--- config.mk ---
export PLATFORM = sky130hd
export DESIGN_NAME = reg_file_2r1w_flat
export DESIGN_NICKNAME = d
export VERILOG_FILES = /design/src/rtl/reg_file_2r1w_if.sv /design/src/rtl/reg_file_2r1w.sv /design/src/flat_wrapper.sv
export SDC_FILE = /design/constraint.sdc
export NUM_CORES = 2
export LEC_CHECK = 0
export ABC_AREA = 1
export BUFFER_PORTS_ARGS = -buffer_cell sky130_fd_sc_hd__buf_2
export CORE_MARGIN = 10
export CORE_UTILIZATION = 40
export CTS_BUF_LIST = sky130_fd_sc_hd__clkbuf_4 sky130_fd_sc_hd__clkbuf_8 sky130_fd_sc_hd__clkbuf_16
export DETAILED_ROUTE_END_ITERATION = 16
export MAX_ROUTING_LAYER = met4
export SETUP_SLACK_MARGIN = 0.4
export SLEW_MARGIN = 20
export SYNTH_ARGS = -nofsm -noshare
export SYNTH_HDL_FRONTEND = slang
export SYNTH_SLANG_ARGS = --single-unit
--- constraint.sdc ---
create_clock -name clk -period 1.6 [get_ports clk]
set_input_delay 0.32 -clock clk [delete_from_list [all_inputs] [get_ports clk]]
set_output_delay 0.32 -clock clk [all_outputs]
set_load 0.05 [all_outputs]
--- src/rtl/reg_file_2r1w_if.sv ---
// Bus bundle for reg_file_2r1w: one write port, two registered read ports, sticky error flag.
interface reg_file_2r1w_if #(
  parameter int WIDTH  = 32,
  parameter int ADDR_W = 4
);
  logic              we;
  logic [ADDR_W-1:0] waddr;
  logic [WIDTH-1:0]  wdata;
  logic              re_a;
  logic [ADDR_W-1:0] raddr_a;
  logic              re_b;
  logic [ADDR_W-1:0] raddr_b;
  logic [WIDTH-1:0]  rdata_a;
  logic [WIDTH-1:0]  rdata_b;
  logic              rvalid_a;
  logic              rvalid_b;
  logic              err_clr;
  logic              err;

  modport master (
    output we, waddr, wdata, re_a, raddr_a, re_b, raddr_b, err_clr,
    input  rdata_a, rdata_b, rvalid_a, rvalid_b, err
  );

  modport slave (
    input  we, waddr, wdata, re_a, raddr_a, re_b, raddr_b, err_clr,
    output rdata_a, rdata_b, rvalid_a, rvalid_b, err
  );
endinterface

--- src/rtl/reg_file_2r1w.sv ---
// 2-read/1-write register file with registered reads, write bypass and sticky range error.
// Optional macro ZERO_REG_EN makes entry 0 a hardwired zero.
module reg_file_2r1w #(
  parameter int WIDTH  = 32,
  parameter int DEPTH  = 16,
  parameter int ADDR_W = 4
) (
  input logic            clk,
  input logic            rst_n,
  reg_file_2r1w_if.slave bus
);

  localparam logic [ADDR_W:0] DEPTH_L = (ADDR_W+1)'(DEPTH);
`ifdef ZERO_REG_EN
  localparam bit ZERO_REG = 1'b1;
`else
  localparam bit ZERO_REG = 1'b0;
`endif

  logic [WIDTH-1:0] mem_q [DEPTH];
  logic [WIDTH-1:0] mem_d [DEPTH];
  logic [WIDTH-1:0] rdata_a_q, rdata_a_d;
  logic [WIDTH-1:0] rdata_b_q, rdata_b_d;
  logic             rvalid_a_q, rvalid_a_d;
  logic             rvalid_b_q, rvalid_b_d;
  logic             err_q, err_d;

  logic wr_oob, rd_oob_a, rd_oob_b;
  logic wr_zero, rd_zero_a, rd_zero_b;
  logic wr_ok, new_err;

  always_comb begin
    wr_oob    = bus.we   && ({1'b0, bus.waddr}   >= DEPTH_L);
    rd_oob_a  = bus.re_a && ({1'b0, bus.raddr_a} >= DEPTH_L);
    rd_oob_b  = bus.re_b && ({1'b0, bus.raddr_b} >= DEPTH_L);
    wr_zero   = ZERO_REG && (bus.waddr   == '0);
    rd_zero_a = ZERO_REG && (bus.raddr_a == '0);
    rd_zero_b = ZERO_REG && (bus.raddr_b == '0);
    // Dropped zero-register writes also disable bypass on address 0.
    wr_ok     = bus.we && !wr_oob && !wr_zero;
    new_err   = wr_oob || rd_oob_a || rd_oob_b;
  end

  always_comb begin
    mem_d = mem_q;
    if (wr_ok) mem_d[bus.waddr] = bus.wdata;

    rdata_a_d  = rdata_a_q;
    rvalid_a_d = bus.re_a;
    if (bus.re_a) begin
      if (rd_oob_a || rd_zero_a)                  rdata_a_d = '0;
      else if (wr_ok && bus.waddr == bus.raddr_a) rdata_a_d = bus.wdata;
      else                                        rdata_a_d = mem_q[bus.raddr_a];
    end

    rdata_b_d  = rdata_b_q;
    rvalid_b_d = bus.re_b;
    if (bus.re_b) begin
      if (rd_oob_b || rd_zero_b)                  rdata_b_d = '0;
      else if (wr_ok && bus.waddr == bus.raddr_b) rdata_b_d = bus.wdata;
      else                                        rdata_b_d = mem_q[bus.raddr_b];
    end

    // A new error wins over a same-cycle clear.
    if (new_err)          err_d = 1'b1;
    else if (bus.err_clr) err_d = 1'b0;
    else                  err_d = err_q;
  end

  always_ff @(posedge clk) begin
    if (!rst_n) begin
      mem_q      <= '{default: '0};
      rdata_a_q  <= '0;
      rdata_b_q  <= '0;
      rvalid_a_q <= 1'b0;
      rvalid_b_q <= 1'b0;
      err_q      <= 1'b0;
    end else begin
      mem_q      <= mem_d;
      rdata_a_q  <= rdata_a_d;
      rdata_b_q  <= rdata_b_d;
      rvalid_a_q <= rvalid_a_d;
      rvalid_b_q <= rvalid_b_d;
      err_q      <= err_d;
    end
  end

  assign bus.rdata_a  = rdata_a_q;
  assign bus.rdata_b  = rdata_b_q;
  assign bus.rvalid_a = rvalid_a_q;
  assign bus.rvalid_b = rvalid_b_q;
  assign bus.err      = err_q;

endmodule
--- src/flat_wrapper.sv ---
// flat-port wrapper written by rule: the top's interface ports become plain ports
module reg_file_2r1w_flat 
#(
  parameter int WIDTH  = 32,
  parameter int DEPTH  = 16,
  parameter int ADDR_W = 4
)
  (clk, rst_n, bus_we, bus_waddr, bus_wdata, bus_re_a, bus_raddr_a, bus_re_b, bus_raddr_b, bus_err_clr, bus_rdata_a, bus_rdata_b, bus_rvalid_a, bus_rvalid_b, bus_err);
  reg_file_2r1w_if #(.WIDTH(WIDTH), .ADDR_W(ADDR_W)) bus_i ();
  input logic clk;
  input logic rst_n;
  input wire logic [$bits(bus_i.we)-1:0] bus_we;
  input wire logic [$bits(bus_i.waddr)-1:0] bus_waddr;
  input wire logic [$bits(bus_i.wdata)-1:0] bus_wdata;
  input wire logic [$bits(bus_i.re_a)-1:0] bus_re_a;
  input wire logic [$bits(bus_i.raddr_a)-1:0] bus_raddr_a;
  input wire logic [$bits(bus_i.re_b)-1:0] bus_re_b;
  input wire logic [$bits(bus_i.raddr_b)-1:0] bus_raddr_b;
  input wire logic [$bits(bus_i.err_clr)-1:0] bus_err_clr;
  output wire logic [$bits(bus_i.rdata_a)-1:0] bus_rdata_a;
  output wire logic [$bits(bus_i.rdata_b)-1:0] bus_rdata_b;
  output wire logic [$bits(bus_i.rvalid_a)-1:0] bus_rvalid_a;
  output wire logic [$bits(bus_i.rvalid_b)-1:0] bus_rvalid_b;
  output wire logic [$bits(bus_i.err)-1:0] bus_err;
  assign bus_i.we = bus_we;
  assign bus_i.waddr = bus_waddr;
  assign bus_i.wdata = bus_wdata;
  assign bus_i.re_a = bus_re_a;
  assign bus_i.raddr_a = bus_raddr_a;
  assign bus_i.re_b = bus_re_b;
  assign bus_i.raddr_b = bus_raddr_b;
  assign bus_i.err_clr = bus_err_clr;
  assign bus_rdata_a = bus_i.rdata_a;
  assign bus_rdata_b = bus_i.rdata_b;
  assign bus_rvalid_a = bus_i.rvalid_a;
  assign bus_rvalid_b = bus_i.rvalid_b;
  assign bus_err = bus_i.err;
  reg_file_2r1w #(.WIDTH(WIDTH), .DEPTH(DEPTH), .ADDR_W(ADDR_W)) u_core (.clk(clk), .rst_n(rst_n), .bus(bus_i));
endmodule
* After elaboration in Yosys (flattened, before gate mapping)
Cells that the tools add are included.
** Cells by class
- Order comparisons :: 4
- Equality and inequality tests :: 2
- Mux-type cells :: 11
- Bitwise logic cells :: 3
- Reductions and logical operators :: 3
** Operators with widths (number)
- bitwise mux 512 bit :: 1
- binary-select mux 32 bit (select 4 bit) :: 2
- two-way mux 32 bit :: 7
- demux 32 bit (select 4 bit) :: 1
- greater-or-equal comparator 5 bit (second input constant) :: 3
- inverter 4 -> 5 bit :: 3
- == test 4 bit :: 2
- less-than comparator 5 x 1 -> 1 bit (second input constant) :: 1
- logical AND 1 bit :: 3
** Storage, ports and cells
- Bits in registers :: 578
- Output and inout port bits :: 67

* Depth between registers and ports, before layout
- Word-level depth :: 6
- Mapped depth :: 12
- Gate-level depth less buffers :: 8

* Least setup slack after synthesis
OpenSTA, ideal clock, no wires.
- Path type :: input-to-reg
- Start :: input port bus_raddr_a[0]
- End :: register u_core.rdata_a_q[19] (netlist: u_core.bus.rdata_a[19])
- Library setup time :: 0.128 ns
- Arrival time :: 1.475 ns
- Data required time :: 1.472 ns
- Path slack :: -0.003 ns
- Stages :: 12
- Buffers on the path :: 4
- Cell sequence :: buf_2 > inv_1 > buf_2 > buf_2 > buf_2 > nand2_1 > nand3_1 > nand3_1 > nand3_1 > nand3_1 > nand2_1 > a21oi_1
** Between the ends
- Longest elaborated chain between the ends :: 5
- Elaborated cells on any way between the ends :: 7
** RTL lines
- start, declared :: RTL line flat_wrapper.sv:16 : input wire logic [$bits(bus_i.raddr_a)-1:0] bus_raddr_a;
- inverter 4 -> 5 bit (not written as such) :: RTL line reg_file_2r1w.sv:53 : else rdata_a_d = mem_q[bus.raddr_a];
- binary-select mux 32 bit (select 4 bit) :: RTL line reg_file_2r1w.sv:53
- two-way mux 32 bit (not written as such) (2 in a row) :: RTL line reg_file_2r1w.sv:53
- two-way mux 32 bit * :: RTL line reg_file_2r1w.sv:52 : else if (wr_ok && bus.waddr == bus.raddr_a) rdata_a_d = bus.wdata;
- end signal, assigned :: RTL line reg_file_2r1w.sv:80 : rdata_a_q <= rdata_a_d;
- end, declared :: RTL line reg_file_2r1w.sv:22 : logic [WIDTH-1:0] rdata_a_q, rdata_a_d;
Every way passes the cells marked *; elsewhere a longest branch is shown, timed or not. The select of a mux whose other input is x is not followed.
A chain may end at the register's enable or synchronous reset.

* Worst setup path in the final report
- Start :: register u_core.rdata_a_q[18] (netlist: u_core.bus.rdata_a[18])
- End :: output port bus_rdata_a[18]
** RTL lines
- end, declared :: RTL line flat_wrapper.sv:20 : output wire logic [$bits(bus_i.rdata_a)-1:0] bus_rdata_a;
No word-level cell between the ends.

==> out/results.ini <==
[logic_synthesis]
synth.avg_cell_area_um2 = 6.55
synth_top_area_frac = 0.384
synth.mux.area_fraction = 0
synth_cells = 4595
ys_seq_elements = 578
synth_edf_count = 0
synth_top_family_by_area = compound AO/OA/AOI/OAI gates
synth_simple_gate_area_share = 0.236
yosysSeqAreaShare = 0.384
synth_area_um2 = 30100
syn_nets = 4645
synth_xor_area_frac = 0
yosys.area.top_type = dfxtp_1
synth_compound_area_frac = 0.264
yosys-top-cells-count = nand2_1, o21ai_0, a21oi_1
synth_warnings = 0
synth_flop_cell = dfxtp_1
yosys.cell_types.count = 27
synth-adder-area-share = 0
yosysMostFrequentCell = nand2_1
synth_area_leaders = dfxtp_1, o21ai_0, a21oi_1
async_reset_ff_frac = 0

[timing]
fmax_ghz = 0.656
rsz0062_at_grt = true
period_minus_slack_ns = 1.53
clock_skew_ns = 0.0271
finalMaxSlewViolations = 0
setup_violations = 0
hold_viol = 0
period_share = 0.953

[setup_path]
path_buf_inv = 1
cp_max_fo = 2
cp_cell_sequence = buf_8
worstPathArrival_ns = 1.21
worstSetupPathType = reg -> out
slowest_delay_ns = 0.42
end_kind = primary output
cpLargestDelayFamily = flip-flops
critical-path-slowest-cell = dfxtp_4
cp_data_required_time_ns = 1.28
cp-start-kind = register

[finish]
fill_cells = 7346
drive_gt1_frac = 0.185
final_cells = 5695
regArea_um2 = 11800
syn2layout_area_growth_pct = 27.4
nNetsFinal = 4724
post-route-util = 0.515
multi_input_area_um2 = 15900

[power_and_ir_drop]
power.density_nw_per_um2 = 976
p_leak_nw = 16.1
peakVddDrop_mv = 0.760

[route]
antenna_left = 0
via_count = 33100
drt_first_pass_iters = 8
drt_iter0_markers = 3914
drcViolationCount = 0
viasPerCell = 5.82
wl_per_cell_um = 22.6
wl_mm = 129

[place]
dpl.hpwl_mm = 81.4
dp.cells = 5549
gp_congestion = 0.914
port-buffer-count = 114

[floorplan]
die_area_um2 = 86700
start_util = 0.404
fp.dieH_um = 294
core_area_um2 = 74600
ios = 117
row_count = 100
dieWidth_um = 294

[grt]
grt_usage = 0.289
grt_overflow = 0
grt_pass1_vias = 29800
grt_pass1_wl_mm = 189
antenna_found_initial = 3
grt_max_degree = 88

[clocking]
path_clk_slew_ns = 0.06
cts-htree-levels = 3
clock_path_buffers = 3
cts_root_buf = clkbuf_16
insertion_delay_ns = 0.62
cts_made_buffers = 66
cts_tree = done
cts.sinks = 578

[run]
cap_violations = 0

[worst_hold_path]
hp-class = in -> reg

[run_status]
status = completed

## cell families (layout without fill, tap and decap cells)
family                 count (synthesis)  count (layout)
other                                  1               3
buffers and inverters                901            1030
and+or+nand+nor                     1635            1635
AOI/OAI and AO/OA                   1480            1480
DFF                                  578             578
## metrics by stage
step	setup TNS, ns	worst slack (ns)	hold WS, ns	cell area [um^2]	total power, W
floorplan	0	0.190	0.434	31100	0.0189
global placement	-69.54	-0.278	0.448	34300	0.0212
detailed placement	-82.61	-0.274	0.452	34300	0.0212
CTS	0	0.0511	0.00227	37600	0.0373
global route	0	0.0593	0.0288	38400	0.0386
finish	0	0.0747	0.0172	38400	0.0375
## worst reg2reg max path: cells and delay by family, from the launching register on
kind	cells	cell delay (ns)
AND/OR/NAND/NOR	6	0.69
flip-flops	1	0.32
AO/OA/AOI/OAI	1	0.07
## per-layer routing
metal  part of all wire  global-route usage  wire (um)  vias to the layer above
li1                   -                   -          -                    15600
met1               0.42               0.378      54200                    15600
met2               0.44               0.439      57300                     1598
met3              0.083              0.0365      10700                      311
met4              0.053               0.138       6830                        0
met5                  0                   -          0                        -
## cell usage in the layout, fill, tap and decap left out, types with 3 or more instances in the layout
cell / n
a21oi_1: 578
a21oi_2: 49
buf_12: 127
buf_16: 4
buf_2: 38
buf_4: 209
buf_6: 6
buf_8: 52
bufinv_16: 3
clkbuf_16: 74
clkbuf_4: 20
clkbuf_8: 13
clkinv_2: 9
clkinv_8: 3
dfxtp_1: 476
dfxtp_2: 67
dfxtp_4: 35
dlygate4sd3_1: 4
inv_1: 444
inv_2: 12
inv_4: 9
nand2_1: 785
nand2_2: 13
nand2_4: 9
nand3_1: 554
nand3_2: 67
nand3_4: 5
nand4_1: 32
nor2_1: 139
nor2_2: 5
nor2_4: 16
nor3_4: 3
o211ai_1: 213
o21ai_0: 523
o21ai_1: 97
o21ai_2: 16
or2_4: 4
## state kept, by name (all words and copies together) (netlist names)
signal               cells
u_core.bus.rvalid_a      1
u_core.bus.rvalid_b      1
u_core.bus.rdata_b      32
u_core.bus.rdata_a      32
u_core.mem_q           512
## where the power goes
group | switching, W | internal [W] | total, W
clock | 0.00648 | 0.00929 | 0.0158
combinational | 0.00415 | 0.00234 | 0.00648
sequential | 0.000381 | 0.0148 | 0.0152
## worst paths after layout
| check | start | end | slack (ns) | cells past startpoint |
|---|---|---|---|---|
| worst max-delay path | u_core.bus.rdata_a[18] | bus_rdata_a[18] | 0.07 | 1 |
| worst min register to register | u_core.mem_q[510] | u_core.mem_q[510] | 0.46 | 2 |
| worst max register to register | u_core.mem_q[252] | u_core.bus.rdata_b[28] | 0.42 | 7 |
| worst min-delay path | bus_wdata[15] | u_core.mem_q[111] | 0.02 | 3 |
## layout make-up
class / instances / share of cell area
diodes: 2 / 0.000130
repair buffers: 446 / 0.142
flip-flops and latches: 578 / 0.307
clock inverters: 17 / 0.00525
well taps: 969 / 0.0316
multi-input cells: 3116 / 0.415
clock buffers: 101 / 0.0529
inverters: 466 / 0.0462
## timing repair
item,CTS,global route
hold endpoints to repair,4,0
pin swaps,9,56
endpoints found under the setup margin,86,195
gates resized for setup,347,156
hold buffers,4,0
buffers inserted,3,11
cloned,2,6
Note: power is estimated with default switching activity, not from simulation.
